$ cat src/rtl/pe_pkg.sv
// Shared types for the PE dispatcher: entry layout, dispatcher states, slot count.
package pe_pkg;

    localparam int unsigned PE_SLOTS     = 3;
    localparam int unsigned PE_ADDR_BITS = 7;
    localparam int unsigned PE_DATA_BITS = 16;

    typedef logic [2:0][PE_ADDR_BITS-1:0] pe_addr_t;

    typedef struct packed {
        pe_addr_t                        addr;
        logic signed [PE_DATA_BITS-1:0]  w;
        logic signed [PE_DATA_BITS-1:0]  ia;
        logic                            last;
    } pe_entry_t;

    typedef enum logic [1:0] {
        S_IDLE,
        S_ISSUE,
        S_WAIT,
        S_DONE
    } pe_disp_state_t;

endpackage

$ cat src/rtl/pe_entry_fifo.sv
// Synchronous FIFO of sparse entries with a three-entry head peek and a 0..3 pop count.
module pe_entry_fifo
    import pe_pkg::*;
#(
    parameter int unsigned DEPTH = 8
) (
    input  logic                       i_clk,
    input  logic                       i_rst,
    input  logic                       i_push,
    input  pe_entry_t                  i_entry,
    input  logic [1:0]                 i_pop_n,
    output pe_entry_t                  o_head [PE_SLOTS],
    output logic [$clog2(DEPTH):0]     o_count
);

    localparam int unsigned PTR_BITS = $clog2(DEPTH);

    pe_entry_t             mem [DEPTH];
    logic [PTR_BITS-1:0]   rd_ptr;
    logic [PTR_BITS-1:0]   wr_ptr;
    logic [PTR_BITS:0]     count;

    // Storage carries no reset; only pointers and count define contents.
    always_ff @(posedge i_clk) begin
        if (i_push) begin
            mem[wr_ptr] <= i_entry;
        end
    end

    always_ff @(posedge i_clk or posedge i_rst) begin
        if (i_rst) begin
            rd_ptr <= '0;
            wr_ptr <= '0;
            count  <= '0;
        end else begin
            if (i_push) begin
                wr_ptr <= wr_ptr + 1'b1;
            end
            rd_ptr <= rd_ptr + PTR_BITS'(i_pop_n);
            count  <= count + (PTR_BITS+1)'(i_push) - (PTR_BITS+1)'(i_pop_n);
        end
    end

    always_comb begin
        for (int unsigned k = 0; k < PE_SLOTS; k++) begin
            o_head[k] = mem[rd_ptr + PTR_BITS'(k)];
        end
    end

    assign o_count = count;

endmodule

$ cat src/rtl/pe_triple_dispatcher.sv
// Packs FIFO'd sparse entries into padded groups of three for the PE reducer.
// Optional PE_DISPATCH_STALL_CNT_EN adds the o_stall_cnt stall-cycle counter.
module pe_triple_dispatcher
    import pe_pkg::*;
#(
    parameter int unsigned FIFO_DEPTH = 8,
    parameter int unsigned ADDR_BITS  = 7,
    parameter int unsigned DATA_BITS  = 16,
    parameter int unsigned CNT_BITS   = 16
) (
    input  logic                        i_clk,
    input  logic                        i_rst,
    input  logic                        i_valid,
    output logic                        o_ready,
    input  logic [3*ADDR_BITS-1:0]      i_addr,
    input  logic [DATA_BITS-1:0]        i_w,
    input  logic [DATA_BITS-1:0]        i_ia,
    input  logic                        i_last,
    output logic                        o_start,
    output logic [9*ADDR_BITS-1:0]      o_addr,
    output logic [3*DATA_BITS-1:0]      o_w,
    output logic [3*DATA_BITS-1:0]      o_ia,
    input  logic                        i_finish,
    output logic                        o_busy,
    output logic                        o_done,
    output logic [CNT_BITS-1:0]         o_grp_cnt
`ifdef PE_DISPATCH_STALL_CNT_EN
    ,
    output logic [31:0]                 o_stall_cnt
`endif
);

    localparam int unsigned CW = $clog2(FIFO_DEPTH) + 1;
    localparam int unsigned AW = 3 * ADDR_BITS;

    pe_entry_t         in_entry;
    pe_entry_t         head [PE_SLOTS];
    logic [CW-1:0]     fifo_count;
    logic              push;
    logic [1:0]        pop_n;

    logic              grp_ready;
    logic              grp_last;
    logic [1:0]        grp_n;
    logic [1:0]        pad_src;

    pe_disp_state_t    state;
    pe_disp_state_t    state_next;
    logic              grp_last_q;

    logic [AW-1:0]        slot_addr [PE_SLOTS];
    logic [DATA_BITS-1:0] slot_w    [PE_SLOTS];
    logic [DATA_BITS-1:0] slot_ia   [PE_SLOTS];
    logic [AW-1:0]        addr_q    [PE_SLOTS];
    logic [DATA_BITS-1:0] w_q       [PE_SLOTS];
    logic [DATA_BITS-1:0] ia_q      [PE_SLOTS];
    logic [CNT_BITS-1:0]  grp_cnt;

    assign o_ready = (fifo_count < CW'(FIFO_DEPTH));
    assign push    = i_valid & o_ready;

    always_comb begin
        in_entry.addr = i_addr;
        in_entry.w    = i_w;
        in_entry.ia   = i_ia;
        in_entry.last = i_last;
    end

    pe_entry_fifo #(
        .DEPTH (FIFO_DEPTH)
    ) u_fifo (
        .i_clk   (i_clk),
        .i_rst   (i_rst),
        .i_push  (push),
        .i_entry (in_entry),
        .i_pop_n (pop_n),
        .o_head  (head),
        .o_count (fifo_count)
    );

    // Head group stops at the first last-flagged entry so tiles never share a group.
    always_comb begin
        grp_ready = 1'b0;
        grp_last  = 1'b0;
        grp_n     = 2'd0;
        if (fifo_count >= CW'(1) && head[0].last) begin
            grp_ready = 1'b1;
            grp_last  = 1'b1;
            grp_n     = 2'd1;
        end else if (fifo_count >= CW'(2) && head[1].last) begin
            grp_ready = 1'b1;
            grp_last  = 1'b1;
            grp_n     = 2'd2;
        end else if (fifo_count >= CW'(3)) begin
            grp_ready = 1'b1;
            grp_last  = head[2].last;
            grp_n     = 2'd3;
        end
    end

    // Pad slots reuse the last real address with zero data so the reducer merges them.
    assign pad_src = (grp_n == 2'd0) ? 2'd0 : grp_n - 2'd1;

    always_comb begin
        for (int unsigned s = 0; s < PE_SLOTS; s++) begin
            if (s < 32'(grp_n)) begin
                slot_addr[s] = head[s].addr;
                slot_w[s]    = head[s].w;
                slot_ia[s]   = head[s].ia;
            end else begin
                slot_addr[s] = head[pad_src].addr;
                slot_w[s]    = '0;
                slot_ia[s]   = '0;
            end
        end
    end

    always_ff @(posedge i_clk or posedge i_rst) begin
        if (i_rst) begin
            state <= S_IDLE;
        end else begin
            state <= state_next;
        end
    end

    always_comb begin
        state_next = state;
        pop_n      = 2'd0;
        o_start    = 1'b0;
        o_busy     = 1'b0;
        o_done     = 1'b0;
        case (state)
            S_IDLE: begin
                if (grp_ready) begin
                    pop_n      = grp_n;
                    state_next = S_ISSUE;
                end
            end
            S_ISSUE: begin
                o_start    = 1'b1;
                o_busy     = 1'b1;
                state_next = S_WAIT;
            end
            S_WAIT: begin
                o_busy = 1'b1;
                if (i_finish) begin
                    state_next = grp_last_q ? S_DONE : S_IDLE;
                end
            end
            S_DONE: begin
                o_done     = 1'b1;
                state_next = S_IDLE;
            end
            default: state_next = S_IDLE;
        endcase
    end

    always_ff @(posedge i_clk or posedge i_rst) begin
        if (i_rst) begin
            grp_last_q <= 1'b0;
            grp_cnt    <= '0;
            for (int unsigned s = 0; s < PE_SLOTS; s++) begin
                addr_q[s] <= '0;
                w_q[s]    <= '0;
                ia_q[s]   <= '0;
            end
        end else begin
            if (state == S_IDLE && grp_ready) begin
                grp_last_q <= grp_last;
                for (int unsigned s = 0; s < PE_SLOTS; s++) begin
                    addr_q[s] <= slot_addr[s];
                    w_q[s]    <= slot_w[s];
                    ia_q[s]   <= slot_ia[s];
                end
            end
            if (state == S_ISSUE) begin
                grp_cnt <= grp_cnt + 1'b1;
            end
        end
    end

    assign o_addr    = {addr_q[2], addr_q[1], addr_q[0]};
    assign o_w       = {w_q[2], w_q[1], w_q[0]};
    assign o_ia      = {ia_q[2], ia_q[1], ia_q[0]};
    assign o_grp_cnt = grp_cnt;

`ifdef PE_DISPATCH_STALL_CNT_EN
    logic        stall_cyc;
    logic [31:0] stall_cnt;

    assign stall_cyc = (state == S_WAIT) ||
                       (state == S_IDLE && fifo_count != '0 && !grp_ready);

    always_ff @(posedge i_clk or posedge i_rst) begin
        if (i_rst) begin
            stall_cnt <= '0;
        end else if (stall_cyc && stall_cnt != '1) begin
            stall_cnt <= stall_cnt + 1'b1;
        end
    end

    assign o_stall_cnt = stall_cnt;
`endif

endmodule
$ cat config.mk
export PLATFORM = sky130hd
export DESIGN_NAME = pe_triple_dispatcher
export DESIGN_NICKNAME = d
export VERILOG_FILES = /design/src/rtl/pe_pkg.sv /design/src/rtl/pe_entry_fifo.sv /design/src/rtl/pe_triple_dispatcher.sv
export SDC_FILE = /design/constraint.sdc
export NUM_CORES = 1
export LEC_CHECK = 0
export BUFFER_PORTS_ARGS = -buffer_cell sky130_fd_sc_hd__buf_2
export CAP_MARGIN = 20
export CORE_AREA = 3 3 275 277
export DETAILED_ROUTE_END_ITERATION = 8
export DIE_AREA = 0 0 278 280
export GPL_TIMING_DRIVEN = 0
export SYNTH_ARGS = -nofsm -noshare
export SYNTH_HDL_FRONTEND = slang
export SYNTH_SLANG_ARGS = --single-unit
$ cat constraint.sdc
create_clock -name i_clk -period 15.3 [get_ports i_clk]
set_input_delay 2.295 -clock i_clk [delete_from_list [all_inputs] [get_ports i_clk]]
set_output_delay 2.295 -clock i_clk [all_outputs]
set_load 0.02 [all_outputs]
==> After elaboration in Yosys (flattened, before gate mapping) <==
Memories as Yosys holds them, arrays and structs flattened.
Index checks and enable logic that the tools add are counted.
{ "classes": {"n_mux": 33, "n_eq_ne": 5, "order_cmp": 8, "bitwise": 2, "add_sub_neg": 8, "n_reduce_logical": 7} }
{ "ops": {"columns": ["cell", "count"], "rows": [
  ["54-bit binary-select mux with 2-bit select", 1],
  ["54-bit two-way mux", 2],
  ["16-bit two-way mux", 6],
  ["21-bit two-way mux", 3],
  ["2-bit two-way mux", 9],
  ["16-bit by 1-bit adder with 16-bit output (second input constant)", 1],
  ["1-bit two-way mux", 11],
  ["4-bit by 2-bit >= comparator with 1-bit output (second input constant)", 2],
  ["2-bit case mux with 4 select lines", 1],
  ["3-bit by 1-bit adder with 3-bit output (second input constant)", 2],
  ["4-bit by 1-bit adder with 4-bit output", 1],
  ["2-bit == test (second input constant)", 2],
  ["4-bit by 1-bit >= comparator with 1-bit output (second input constant)", 1],
  ["2-bit zero test", 2],
  ["1-bit by 2-bit less-than comparator with 1-bit output (first input constant)", 2],
  ["4-bit less-than comparator (second input constant)", 1],
  ["2-bit inequality test (second input constant)", 2],
  ["4-bit by 2-bit subtractor with 4-bit output", 1],
  ["3-bit by 2-bit adder with 3-bit output", 1],
  ["3-bit by 2-bit adder with 3-bit output (second input constant)", 1],
  ["3-bit >= comparator (second input constant)", 1],
  ["1-bit logical AND", 3],
  ["2-bit inverter with 3-bit output", 1],
  ["2-bit by 1-bit == test with 1-bit output (second input constant)", 1],
  ["other kinds (5)", 5]
]} }
{ "totals": {"in_bits": 58, "ramBits": 432, "out_inout_bits": 179, "ff_bits": 188, "n_memories": 1} }
{ "memory_table": {"columns": ["memory", "depth", "word_bits", "read_ports", "rd_clocked_by_memory_dff", "write_ports", "line_no", "text"], "rows": [
  ["u_fifo.mem", 8, 54, 3, 0, 1, "pe_entry_fifo.sv:18", "pe_entry_t mem [DEPTH];"]
]} }

==> Longest topological paths before layout <==
An unclocked memory read counts as a cell.
{ "depth": {"depth_word": 12, "mapped_depth": 14, "depth_no_buf": 13} }

==> Modules after synthesis <==
Synthesis repeated with hierarchy kept, for this count alone.
{ "hier_totals": {"hier_cells": 1858, "area_unflattened_um2": 29644.7} }
{ "modules_own_cells": {"columns": ["module", "area_per_inst_um2", "cells_each", "instances"], "rows": [
  ["pe_entry_fifo", 21931.0, 1224, 1],
  ["pe_triple_dispatcher", 7713.6, 634, 1]
]} }

==> Worst setup path before layout <==
No wires, ideal clock.
{ "synth_timing": {"path_type": "in2reg", "startpoint": "in i_valid", "endpoint": "mem u_fifo.mem[0][0] (netlist bit) (enable)", "cell_stages": 4, "n_path_buf": 1, "arrival_time_ns": 6.441, "slack_ns": 8.327, "setup_ns": 0.532, "cell_sequence": "nor2b_1 > clkbuf_1 > nand2b_1 > nor3_1"} }
{ "synth_between": {"elab_chain_cells": 3} }
{ "synth_rtl": {"columns": ["element", "line_no", "text"], "rows": [
  ["start, declared", "pe_triple_dispatcher.sv:13", "input logic i_valid,"],
  ["1-bit bitwise AND", "pe_triple_dispatcher.sv:60", "assign push = i_valid & o_ready;"],
  ["via push", "pe_triple_dispatcher.sv:39", "logic push;"],
  ["1-bit two-way mux", "pe_entry_fifo.sv:25", "if (i_push) begin"],
  ["1-bit two-way mux (not written as such)", "pe_entry_fifo.sv:26", "mem[wr_ptr] <= i_entry;"],
  ["end, declared", "pe_entry_fifo.sv:18", null]
]} }
The timed path passes the listed nets, and every way through them passes these cells.

==> Final worst setup path <==
{ "layout_timing": {"startpoint": "reg u_fifo.rd_ptr[1]", "endpoint": "reg u_fifo.count[3] (netlist: u_fifo.o_count[3])"} }
{ "layout_between": {"elab_chain_cells": 8} }
{ "layout_rtl": {"columns": ["element", "line_no", "text"], "rows": [
  ["start, declared", "pe_entry_fifo.sv:19", "logic [PTR_BITS-1:0] rd_ptr;"],
  ["start signal, assigned", "pe_entry_fifo.sv:39", "rd_ptr <= rd_ptr + PTR_BITS'(i_pop_n);"],
  ["3-bit by 1-bit adder with 3-bit output", "pe_entry_fifo.sv:46", "o_head[k] = mem[rd_ptr + PTR_BITS'(k)];"],
  ["memory 8 x 54 bit (*)", null, null],
  ["1-bit logical AND", "pe_triple_dispatcher.sv:90", "end else if (fifo_count >= CW'(2) && head[1].last) begin"],
  ["2-bit two-way mux or 1-bit two-way mux (tied branches)", "pe_triple_dispatcher.sv:90", null],
  ["2-bit two-way mux or 1-bit two-way mux (tied branches)", "pe_triple_dispatcher.sv:86", "if (fifo_count >= CW'(1) && head[0].last) begin"],
  ["2-bit two-way mux (*)", "pe_triple_dispatcher.sv:134", "if (grp_ready) begin"],
  ["2-bit two-way mux (*)", "pe_triple_dispatcher.sv:132", "case (state)"],
  ["4-bit by 2-bit subtractor with 4-bit output (*)", "pe_entry_fifo.sv:40", "count <= count + (PTR_BITS+1)'(i_push) - (PTR_BITS+1)'(i_pop_n);"],
  ["end signal, assigned", "pe_entry_fifo.sv:40", null],
  ["end, declared", "pe_entry_fifo.sv:21", "logic [PTR_BITS:0] count;"]
]} }
Mark *: on every way between the ends. The rest lies on a longest branch, timed or not.
A chain may end at the register's enable or synchronous reset.

==> results.py <==
metrics = {
    "setup_path": {
        "r2r_setup_slack_ns": 10.86,
        "cp.arrival_ns": 4.95,
        "endpoint_kind": "flip-flop",
        "worstSetupStartpointType": "flip-flop",
        "crit_type": "flip-flop to flip-flop",
        "r2r-end": "u_fifo.o_count[3]$_DFF_PP0_",
        "cp_max_fo": 10,
        "cp_data_required_time_ns": 15.82,
        "rr_worst_depth": 13,
        "cp_slowest_stage_delay_ns": 0.56,
        "cp_top_family": "buffers and inverters",
        "path_cells": "ha_1 -> buf_2 -> mux4_2 -> o32ai_1 -> buf_2 -> a31oi_2 -> nand2_1 -> buf_2 -> ha_1 -> ha_1 -> a21o_1 -> a21oi_1 -> xor2_1",
        "r2r-start": "u_fifo.rd_ptr[1]$_DFF_PP0_",
        "path_buf_inv": 3,
        "cpMaxStageDelayCell": "mux4_2",
    },
    "synthesis": {
        "syn_inst": 1744,
        "ys_ff_latch": 620,
        "synth_top_area_share_pct": 43.2,
        "synthesis.area_um2": 30000,
        "synth.avg_cell_area_um2": 17.2,
        "ys_seq_area_share_pct": 58.9,
        "synth_warnings": 0,
        "yosys-top-cells-area": "edfxtp_1 (43%), mux4_2 (24%), dfrtp_1 (16%)",
        "synth_cell_types": 40,
        "syn_nets": 1820,
        "yosys.area.top_type": "edfxtp_1",
    },
    "run_status": {
        "status": "finished clean",
    },
    "sta": {
        "timing.fmax_mhz": 225,
        "worst_slew_margin_rel_pct": 25.8,
        "tns_ns": 0,
        "layout_min_cycle_time_ns": 4.44,
        "finalCritPeriodShare_pct": 29.0,
        "rsz0062_at_grt": "false",
        "slew_violations": 0,
        "hold_viol": 0,
        "tightest_slew_ns": 1.11,
        "clock_skew_ns": 0.0291,
        "setup-violations-final": 0,
        "setup_slack_ns": 10.86,
    },
    "route": {
        "firstDrtPassIters": 5,
        "routed_wirelength_um": 92400,
        "vias": 19000,
        "wire_per_inst_um": 29.7,
        "avgViaCountPerCell": 6.10,
        "drtIter0Drc": 2012,
        "drtAntennaViolNets": 0,
        "drc_errors": 0,
    },
    "power": {
        "power.total_w": 0.00870,
        "ir_drop_uv": 117,
        "power.leakage_nw": 13.2,
        "power-per-cell-area_nw_per_um2": 245,
    },
    "hold_path": {
        "whs_path_depth": 1,
        "whs_endpoint": "o_grp_cnt[15]$_DFFE_PP0P_",
        "worstHoldStart": "o_grp_cnt[15]$_DFFE_PP0P_",
        "hold_path.class": "flip-flop to flip-flop",
    },
    "floorplan": {
        "ioPinCount": 237,
        "core_region_area_um2": 73100,
        "die-area_um2": 77800,
        "die_x_um": 278,
        "die_y_um": 280,
        "start_util_pct": 41.1,
        "fp-row-count": 99,
    },
    "finish": {
        "fin_nets": 2167,
        "final_common_cell": "edfxtp_1",
        "areaGrowthSynthToFinish_pct": 18.4,
        "final_layout_size_suffix_gt1_share_pct": 38.0,
        "most-common-layout-cells": "edfxtp_1 (432), mux4_2 (323), buf_2 (305)",
        "final.fill_count": 6222,
        "layout.cells.non_filler": 3113,
    },
    "grt": {
        "grtUsageTotal_pct": 23.8,
        "overflow": 0,
        "antenna_found_initial": 14,
        "grt_pass1_wl_um": 134000,
        "grt_pass1_vias": 19600,
        "grt_max_degree": 108,
    },
    "clocking": {
        "clk-insertion-delay-late_ns": 0.61,
        "h-tree-depth": 3,
        "cts-root-buf": "clkbuf_16",
        "postCtsSetupRepairBufs": 0,
        "clk_pin_slew_ns": 0.06,
        "cts.sinks": 620,
        "cts_tree": "done",
        "cts-resized-gates": 0,
        "cts-buffers-inserted": 69,
        "holdBufCountCts": 0,
        "clk_path_buf_depth": 3,
    },
    "place": {
        "port_buffers": 236,
        "dp_slack_ns": 10.57,
        "hpwl_um": 64700,
        "gp_congestion": 0.862,
        "place_inst": 2978,
    },
    "run": {
        "cap_violations": 0,
    },
}
[cells in the mapped netlist, drive strengths merged]
cell type / count
a31oi: 1
buf: 86
a21oi: 39
inv: 15
o22ai: 36
a21o: 2
edfxtp: 432
nor3: 3
o21ai: 142
nor2b: 2
nand4: 5
mux4: 323
mux2: 9
o31ai: 1
nor2: 28
nand2: 133
dfrtp: 188
nand2b: 3
nand3: 3
clkbuf: 53
o32a: 1
o22a: 2
o32ai: 1
and3: 4
xor2: 7
o211ai: 6
mux2i: 156
a22o: 28
fa: 2
and2: 1
nor3b: 1
xnor2: 14
a2bb2oi: 1
ha: 16
[power breakdown]
group / switching [W] / internal, W
logic: 0.00271 / 0.00191
clock network: 0.000696 / 0.00103
registers: 0.000204 / 0.00215
[per-layer routing]
metal  GRT usage (%)  share of wire, %
met3            5.68               9.8
met5               0             0.082
met2            40.1                50
met1            30.4                37
met4            8.00               3.1
[worst reg2reg max path: stages (launching register included)]
cell and delay, ns:
dfrtp_1 0.42, ha_1 0.28, buf_2 0.26, mux4_2 0.56, o32ai_1 0.29, buf_2 0.30
a31oi_2 0.26, nand2_1 0.53, buf_2 0.39, ha_1 0.31, ha_1 0.27, a21o_1 0.18
a21oi_1 0.16, xor2_1 0.16
[worst max path at each step]
stage                                    start                     endpoint  slack (ns)  cells past startpoint
finish              u_fifo.rd_ptr[1]$_DFF_PP0_  u_fifo.o_count[3]$_DFF_PP0_       10.86                     13
global route        u_fifo.rd_ptr[1]$_DFF_PP0_  u_fifo.o_count[3]$_DFF_PP0_       10.69                     13
CTS                 u_fifo.rd_ptr[1]$_DFF_PP0_  u_fifo.o_count[3]$_DFF_PP0_       10.88                     13
detailed placement                     i_valid  u_fifo.mem[0][41]$_DFFE_PP_       10.57                      8
global placement                       i_valid  u_fifo.mem[0][16]$_DFFE_PP_        2.75                      5
floorplan                                i_rst       grp_last_q$_DFFE_PP0P_        7.89                      1
[cells by family (layout without fill, tap and decap cells)]
group	after synthesis	count (layout)	share of synthesized area, %
other	0	6	0
and+or+nand+nor	183	183	2.45
AOI/OAI and AO/OA	260	260	5.06
muxes	488	488	29.8
buffers and inverters	154	558	2.44
adders and majority gates	18	18	0.800
xor gates and xnor gates	21	21	0.613
DFF	620	620	58.9
[state kept, by name (all words and copies together) (netlist names)]
register,flops
o_grp_cnt,16
o_ia,48
state,2
u_fifo.o_count,4
grp_last_q,1
u_fifo.rd_ptr,3
u_fifo.wr_ptr,3
u_fifo.mem,432
o_addr,63
o_w,48
[layout make-up]
| type | count | area [um^2] | area share, % |
|---|---|---|---|
| flip-flops and latches | 620 | 17700 | 49.7 |
| multi-input cells | 970 | 11700 | 32.8 |
| repair buffers | 276 | 1870 | 5.27 |
| clock buffers | 81 | 1850 | 5.19 |
| well taps | 959 | 1200 | 3.38 |
| plain buffers | 139 | 677 | 1.90 |
| clock inverters | 47 | 524 | 1.47 |
| inverters | 15 | 63.8 | 0.180 |
| diodes | 6 | 15.0 | 0.0422 |
[stage by stage]
| step | area, um^2 | hold slack (ns) | util, % |
|---|---|---|---|
| after global routing | 35500 | 0.484 | 48.6 |
| after CTS | 35500 | 0.480 | 48.6 |
| after detailed placement | 33100 | 0.469 | 45.4 |
| after floorplan | 30000 | 0.476 | - |
| final | 35500 | 0.467 | 48.6 |
| after global placement | 32400 | 0.465 | 44.3 |
Power figures use the tool's default switching activity.
